### config.mk
export PLATFORM = sky130hd
export DESIGN_NAME = trap_ctrl
export DESIGN_NICKNAME = d
export VERILOG_FILES = /design/src/rtl/trap_pkg.sv /design/src/rtl/trap_prio_sel.sv /design/src/rtl/trap_ctrl.sv
export SDC_FILE = /design/constraint.sdc
export NUM_CORES = 1
export LEC_CHECK = 0
export ABC_CLOCK_PERIOD_IN_PS = 3360
export BUFFER_PORTS_ARGS = -buffer_cell sky130_fd_sc_hd__clkbuf_2
export CAP_MARGIN = 5
export CORE_MARGIN = 2
export CORE_UTILIZATION = 48
export CTS_CLUSTER_DIAMETER = 50
export DETAILED_ROUTE_END_ITERATION = 8
export GPL_TIMING_DRIVEN = 0
export PLACE_DENSITY = 0.78
export SLEW_MARGIN = 30
export SYNTH_ARGS = -nofsm -noshare
export SYNTH_HDL_FRONTEND = slang
export SYNTH_SLANG_ARGS = --single-unit
### constraint.sdc
create_clock -name clk -period 3.36 [get_ports clk]
set_input_delay 0.504 -clock clk [delete_from_list [all_inputs] [get_ports clk]]
set_output_delay 0.504 -clock clk [all_outputs]
set_load 0.005 [all_outputs]
### src/rtl/trap_pkg.sv
// Shared constants for the machine-mode trap sequencer: CSR addresses,
// FSM state encoding, request kinds and mtvec modes.
package trap_pkg;

   localparam logic [11:0] addr_mstatus = 12'h300;
   localparam logic [11:0] addr_mepc    = 12'h341;
   localparam logic [11:0] addr_mcause  = 12'h342;
   localparam logic [11:0] addr_mtval   = 12'h343;

   localparam logic [2:0] st_idle     = 3'd0;
   localparam logic [2:0] st_w_epc    = 3'd1;
   localparam logic [2:0] st_w_cause  = 3'd2;
   localparam logic [2:0] st_w_tval   = 3'd3;
   localparam logic [2:0] st_w_status = 3'd4;
   localparam logic [2:0] st_m_status = 3'd5;
   localparam logic [2:0] st_redirect = 3'd6;

   // one-hot grant vector {exc, irq, mret}
   localparam logic [2:0] gnt_none = 3'b000;
   localparam logic [2:0] gnt_exc  = 3'b100;
   localparam logic [2:0] gnt_irq  = 3'b010;
   localparam logic [2:0] gnt_mret = 3'b001;

   localparam logic [1:0] mtvec_direct   = 2'b00;
   localparam logic [1:0] mtvec_vectored = 2'b01;

   localparam logic [3:0] cause_ecall_m = 4'd11;
   localparam logic [3:0] cause_mtimer  = 4'd7;

   typedef enum logic [1:0] {
      kind_exc  = 2'd0,
      kind_irq  = 2'd1,
      kind_mret = 2'd2
   } trap_kind_e;

   // states of the four-write trap path, excluding REDIRECT
   function automatic logic is_trap_write(input logic [2:0] s);
      return (s == st_w_epc) || (s == st_w_cause) ||
             (s == st_w_tval) || (s == st_w_status);
   endfunction

endpackage

### src/rtl/trap_prio_sel.sv
// Request qualification and fixed-priority arbitration: exception beats
// enabled interrupt beats mret. Output is a one-hot {exc, irq, mret} grant.
module trap_prio_sel
   import trap_pkg::*;
(
   input  logic       exc_valid,
   input  logic       irq_pending,
   input  logic       irq_enable,
   input  logic       mret_valid,
   output logic [2:0] grant
);

   logic irq_qual;

   assign irq_qual = irq_pending & irq_enable;

   always_comb begin
      grant = gnt_none;
      if (exc_valid)
         grant = gnt_exc;
      else if (irq_qual)
         grant = gnt_irq;
      else if (mret_valid)
         grant = gnt_mret;
   end

endmodule

### src/rtl/trap_ctrl.sv
// Machine-mode trap sequencer: captures one request in IDLE, writes the trap
// CSRs one per accepted cycle, then flushes and redirects the PC.
module trap_ctrl
   import trap_pkg::*;
#(
   parameter int XLEN     = 32,
   parameter int MIE_BIT  = 3,
   parameter int MPIE_BIT = 7,
   parameter int MPP_LSB  = 11
) (
   input  logic            clk,
   input  logic            rst,
   input  logic            exc_valid,
   input  logic [3:0]      exc_cause,
   input  logic [XLEN-1:0] exc_pc,
   input  logic [XLEN-1:0] exc_tval,
   input  logic            irq_pending,
   input  logic [3:0]      irq_cause,
   input  logic [XLEN-1:0] irq_pc,
   input  logic            mret_valid,
   input  logic [XLEN-1:0] mtvec,
   input  logic [XLEN-1:0] mepc,
   input  logic [XLEN-1:0] mstatus,
   output logic            csr_we,
   output logic [11:0]     csr_addr,
   output logic [XLEN-1:0] csr_wdata,
   input  logic            csr_ready,
   output logic            exc_ack,
   output logic            irq_ack,
   output logic            mret_ack,
   output logic            stall,
   output logic            flush,
   output logic            redirect_valid,
   output logic [XLEN-1:0] redirect_pc,
   output logic            exc_en
);

   logic [2:0]      state, state_nxt;
   logic [2:0]      grant;
   logic            capture;
   trap_kind_e      kind;
   logic [3:0]      cause_q;
   logic [XLEN-1:0] pc_q, tval_q, status_q, epc_q;
   logic [XLEN-1:0] base, target;

   function automatic logic [XLEN-1:0] trap_status(input logic [XLEN-1:0] s);
      logic [XLEN-1:0] r;
      r                = s;
      r[MPIE_BIT]      = s[MIE_BIT];
      r[MIE_BIT]       = 1'b0;
      r[MPP_LSB +: 2]  = 2'b11;
      return r;
   endfunction

   function automatic logic [XLEN-1:0] mret_status(input logic [XLEN-1:0] s);
      logic [XLEN-1:0] r;
      r           = s;
      r[MIE_BIT]  = s[MPIE_BIT];
      r[MPIE_BIT] = 1'b1;
      return r;
   endfunction

   trap_prio_sel u_prio (
      .exc_valid   (exc_valid),
      .irq_pending (irq_pending),
      .irq_enable  (mstatus[MIE_BIT]),
      .mret_valid  (mret_valid),
      .grant       (grant)
   );

   assign capture = (state == st_idle) && (grant != gnt_none);

   always_comb begin
      state_nxt = state;
      case (state)
         st_idle: begin
            if (grant == gnt_exc || grant == gnt_irq)
               state_nxt = st_w_epc;
            else if (grant == gnt_mret)
               state_nxt = st_m_status;
         end
         st_w_epc:    if (csr_ready) state_nxt = st_w_cause;
         st_w_cause:  if (csr_ready) state_nxt = st_w_tval;
         st_w_tval:   if (csr_ready) state_nxt = st_w_status;
         st_w_status: if (csr_ready) state_nxt = st_redirect;
         st_m_status: if (csr_ready) state_nxt = st_redirect;
         st_redirect: state_nxt = st_idle;
         default:     state_nxt = st_idle;
      endcase
   end

   // the request context is frozen at capture so the requester may change
   // its inputs once it has seen the ack
   always_ff @(posedge clk or negedge rst) begin
      if (!rst) begin
         state    <= st_idle;
         kind     <= kind_exc;
         cause_q  <= '0;
         pc_q     <= '0;
         tval_q   <= '0;
         status_q <= '0;
         epc_q    <= '0;
         exc_ack  <= 1'b0;
         irq_ack  <= 1'b0;
         mret_ack <= 1'b0;
      end else begin
         state    <= state_nxt;
         exc_ack  <= 1'b0;
         irq_ack  <= 1'b0;
         mret_ack <= 1'b0;
         if (capture) begin
            if (grant == gnt_exc)
               kind <= kind_exc;
            else if (grant == gnt_irq)
               kind <= kind_irq;
            else
               kind <= kind_mret;
            cause_q  <= (grant == gnt_exc) ? exc_cause : irq_cause;
            pc_q     <= (grant == gnt_exc) ? exc_pc    : irq_pc;
            tval_q   <= (grant == gnt_exc) ? exc_tval  : '0;
            status_q <= mstatus;
            epc_q    <= mepc;
            exc_ack  <= grant[2];
            irq_ack  <= grant[1];
            mret_ack <= grant[0];
         end
      end
   end

   always_comb begin
      csr_we    = 1'b0;
      csr_addr  = '0;
      csr_wdata = '0;
      case (state)
         st_w_epc: begin
            csr_we    = 1'b1;
            csr_addr  = addr_mepc;
            csr_wdata = pc_q;
         end
         st_w_cause: begin
            csr_we    = 1'b1;
            csr_addr  = addr_mcause;
            csr_wdata = {kind == kind_irq, {(XLEN-5){1'b0}}, cause_q};
         end
         st_w_tval: begin
            csr_we    = 1'b1;
            csr_addr  = addr_mtval;
            csr_wdata = tval_q;
         end
         st_w_status: begin
            csr_we    = 1'b1;
            csr_addr  = addr_mstatus;
            csr_wdata = trap_status(status_q);
         end
         st_m_status: begin
            csr_we    = 1'b1;
            csr_addr  = addr_mstatus;
            csr_wdata = mret_status(status_q);
         end
         default: ;
      endcase
   end

   // vectored mode only applies to interrupts; exceptions always use the base
   assign base = {mtvec[XLEN-1:2], 2'b00};

   always_comb begin
      target = base;
      if (kind == kind_mret)
         target = epc_q;
      else if (kind == kind_irq && mtvec[1:0] == mtvec_vectored)
         target = base + {{(XLEN-6){1'b0}}, cause_q, 2'b00};
   end

   assign redirect_valid = (state == st_redirect);
   assign flush          = redirect_valid;
   assign redirect_pc    = redirect_valid ? target : '0;
   assign stall          = (state != st_idle);
   assign exc_en         = is_trap_write(state) || (redirect_valid && kind != kind_mret);

endmodule

==> flow_summary_export.csv <==
group,metric,value,unit
critical_path,critPathSlowestCell,"fa_1",
detailed_routing,first_pass_iters,5,
floorplanning,core-area,15300,um2
clocking,cts_sinks,140,
detailed_routing,drc,0,
logic_synthesis,synth.area.top_cells,"dfrtp_1 46%, nand2_1 14%, o21ai_0 5.9%",
detailed_routing,met2RoutedLength,12300,um
detailed_routing,routed-wl-met3,2200,um
logic_synthesis,synth_fa_ha_area_share,0.925,%
power_and_ir_drop,power_density,840,nW/um2
place,io_buffers,282,
clocking,cts_root_buffer,"clkbuf_16",
critical_path,critPathLaunchType,"flop",
logic_synthesis,synth_xor_area_share,2.43,%
sta,grt_setup_unrepaired,"yes",
clocking,clock_latency,0.42,ns
floorplanning,die_y,130,um
global_routing,antenna_found_initial,1,
power_and_ir_drop,p_leak,5.04,nW
global_routing,grt_usage,30.5,%
critical_path,crit_chain,"ha_1, inv_1, fa_1, nand2b_1, o2bb2ai_2, clkbuf_8, nor4_2, xnor2_1, a21oi_1, clkbuf_2",
sta,finalCritPeriodShare,97.1,%
global_routing,grt-ovfl-total,0,
global_routing,grt_pass1_wl,39000,um
logic_synthesis,yosys_warnings,0,
logic_synthesis,syn_area,7570,um2
logic_synthesis,synth_compound_area_share,17.4,%
floorplanning,rows,45,
detailed_routing,drt-total-wl,25500,um
floorplanning,die_w,130,um
logic_synthesis,synth_mux_area_share,5.73,%
critical_path,r2r_start,"state[1]",
sta,hold_viol_final,0,
critical_path,critPathKind,"reg2out",
logic_synthesis,ys_seq_area_share,46.3,%
clocking,cts_max_level,4,
critical_path,max_stage_delay,0.37,ns
logic_synthesis,synth_top_area_cell,"dfrtp_1",
floorplanning,initial_core_util,49.4,%
power_and_ir_drop,power.total,0.00830,W
sta,slew_viol_final,0,
place,gp_congestion,0.900,
place,dp_cells,1372,
logic_synthesis,syn_inst,872,
critical_path,ff2ff_path_depth,6,
critical_path,worst-path-stages,10,
detailed_routing,ant_nets,0,
critical_path,cp-end-kind,"output pin",
min_path,worst_hold_path_type,"in2async",
critical_path,cp_max_fo,10,
sta,fin_crit,3.26,ns
clocking,tritoncts,"done",
place,placed_area,9310,um2
floorplanning,io_pins,290,
global_routing,grt_pass1_vias,7475,
critical_path,cp.arrival,2.76,ns
clocking,clk_pin_slew,0.06,ns
flow_run,max_cap_violations,0,
critical_path,crit_buf_inv,3,
detailed_routing,vias_per_cell,5.48,
logic_synthesis,ys.flop_type,"dfrtp_1",
detailed_routing,wl_per_cell,18.1,um
status,outcome,"finished, final reports clean",
clocking,cts_buffers,17,
critical_path,startpoint,"cause_q[0]",
critical_path,endpoint,"redirect_pc[22]",
logic_synthesis,synthSimpleGateAreaFrac,22.6,%
logic_synthesis,ys_ff_latch,140,
critical_path,r2r_setup_slack,0.93,ns
detailed_routing,vias,7689,
sta,fmax,306,MHz
layout,area_delta_synth_final,30.5,%
layout,stdcell_count,1404,
logic_synthesis,yosysTopAreaCellShare,46.3,%
critical_path,timing.rr.end,"status_q[15]",
logic_synthesis,synth_top_family_by_area,"simple AND/OR/NAND/NOR gates",
layout,design_area,9880,um2
layout,layout-drive-gt1-share,30.0,%
logic_synthesis,synth_edf_count,0,
logic_synthesis,synthDistinctLibCells,59,
logic_synthesis,syn_avg_cell_area,8.68,um2
critical_path,crit_family,"adder cells",
logic_synthesis,synthTopCellsByCount,"277 x nand2_1, 140 x dfrtp_1, 89 x o21ai_0",
power_and_ir_drop,peakVddDrop,0.476,mV
sta,setup_viol,0,
sta,slew_headroom,44.5,%
detailed_routing,met1_length,10300,um
detailed_routing,drtIter0Drc,593,
sta,tightestPinTransition,0.833,ns
critical_path,cp.required,2.86,ns
detailed_routing,top_layer_used,"met4",
sta,finalSetupTns,0,ns
global_routing,grt_max_degree,77,
floorplanning,die_area,16800,um2
sta,skew,0.0107,ns
layout,fin_nets,1392,
logic_synthesis,async_reset_ff_share,100,%
place,dp_hpwl,19200,um
layout,diodes,0,
clocking,clk_path_buf_depth,2,
logic_synthesis,yosysMostFrequentCell,"nand2_1",
sta,whs,0.102,ns
## routing by layer
| layer | track usage, % | up-vias |
|---|---|---|
| li1 | - | 3611 |
| met1 | 38.7 | 3612 |
| met2 | 50.9 | 415 |
| met3 | 6.52 | 51 |
| met4 | 12.7 | 0 |
| met5 | 0 | - |
## layout make-up
cell class                 instances  area [um2]
timing repair buffer             284        1460
fill                            1354        5440
sequential                       140        3500
multi-input combinational        656        3750
clock buffer                      19         443
clock inverter                    12        90.1
buffer                            75         343
inverter                           7        26.3
tap                              211         264
## kinds of logic after synthesis
family | count (synthesis)
AOI/OAI and AO/OA | 209
xor gates and xnor gates | 21
adders and majority gates | 5
buffers and inverters | 82
DFF | 140
muxes | 43
other | 1
and+or+nand+nor | 371
## report_power, final
part / switching [W] / internal (W) / total, W
sequential: 0.000477 / 0.00246 / 0.00294
combinational: 0.00230 / 0.00135 / 0.00364
clock: 0.000747 / 0.000964 / 0.00171
total: 0.00352 / 0.00478 / 0.00830
## per-stage QoR
step,worst slack [ns],utilization [%]
final,0.0973,64.5
after global routing,-0.0545,64.5
after CTS,0.0178,64.4
after detailed placement,0.0407,60.8
after global placement,-0.488,60.5
after floorplan,0.613,-
## worst register-to-register path, cell delays in order (launching register included)
cell and delay [ns]:
dfrtp_1 0.43, nor3_2 0.43, and2_1 0.23, clkbuf_1 0.53
buf_1 0.52, nand2_1 0.15, nand2_1 0.08
## state kept, by name, indices dropped and copies added (netlist names)
name	count
epc_q	32
pc_q	32
status_q	32
tval_q	32
cause_q	4
state	3
kind	2
exc_ack	1
irq_ack	1
mret_ack	1
## cells in the final DEF (no fill, tap or decap), types with 5 or more instances in the layout
cell type,n
nor2b_1,7
nand2_1,277
a22o_1,32
inv_1,6
nand4_1,6
clkbuf_1,44
buf_4,12
dfrtp_1,140
mux2i_1,40
buf_1,12
nor3_1,6
a21oi_1,30
clkbuf_16,17
o21ai_0,89
a22oi_1,25
nor4_2,7
clkbuf_2,285
and3_1,5
a211oi_1,6
nor2_1,20
nand2b_1,9
conb_1,7
xnor2_1,21
## timing repair
item	in CTS	in global routing
endpoints found under the setup margin	9	19
pin swaps	0	0
setup buffers	1	0
hold buffers	0	0
gates resized for setup	4	10
## how the worst min path moves through the flow
stage / startpoint / endpoint / slack, ns / cells after the start
6_report: rst / status_q[8] / 0.10 / 1
4_1_cts: rst / status_q[8] / 0.12 / 1
3_5_place_dp: epc_q[0] / epc_q[0] / 0.45 / 2
3_3_place_gp: epc_q[1] / epc_q[1] / 0.45 / 2
2_1_floorplan: rst / cause_q[0] / 0.21 / 0
5_1_grt: rst / status_q[8] / 0.16 / 1
Note: power is estimated with default switching activity, not from simulation.
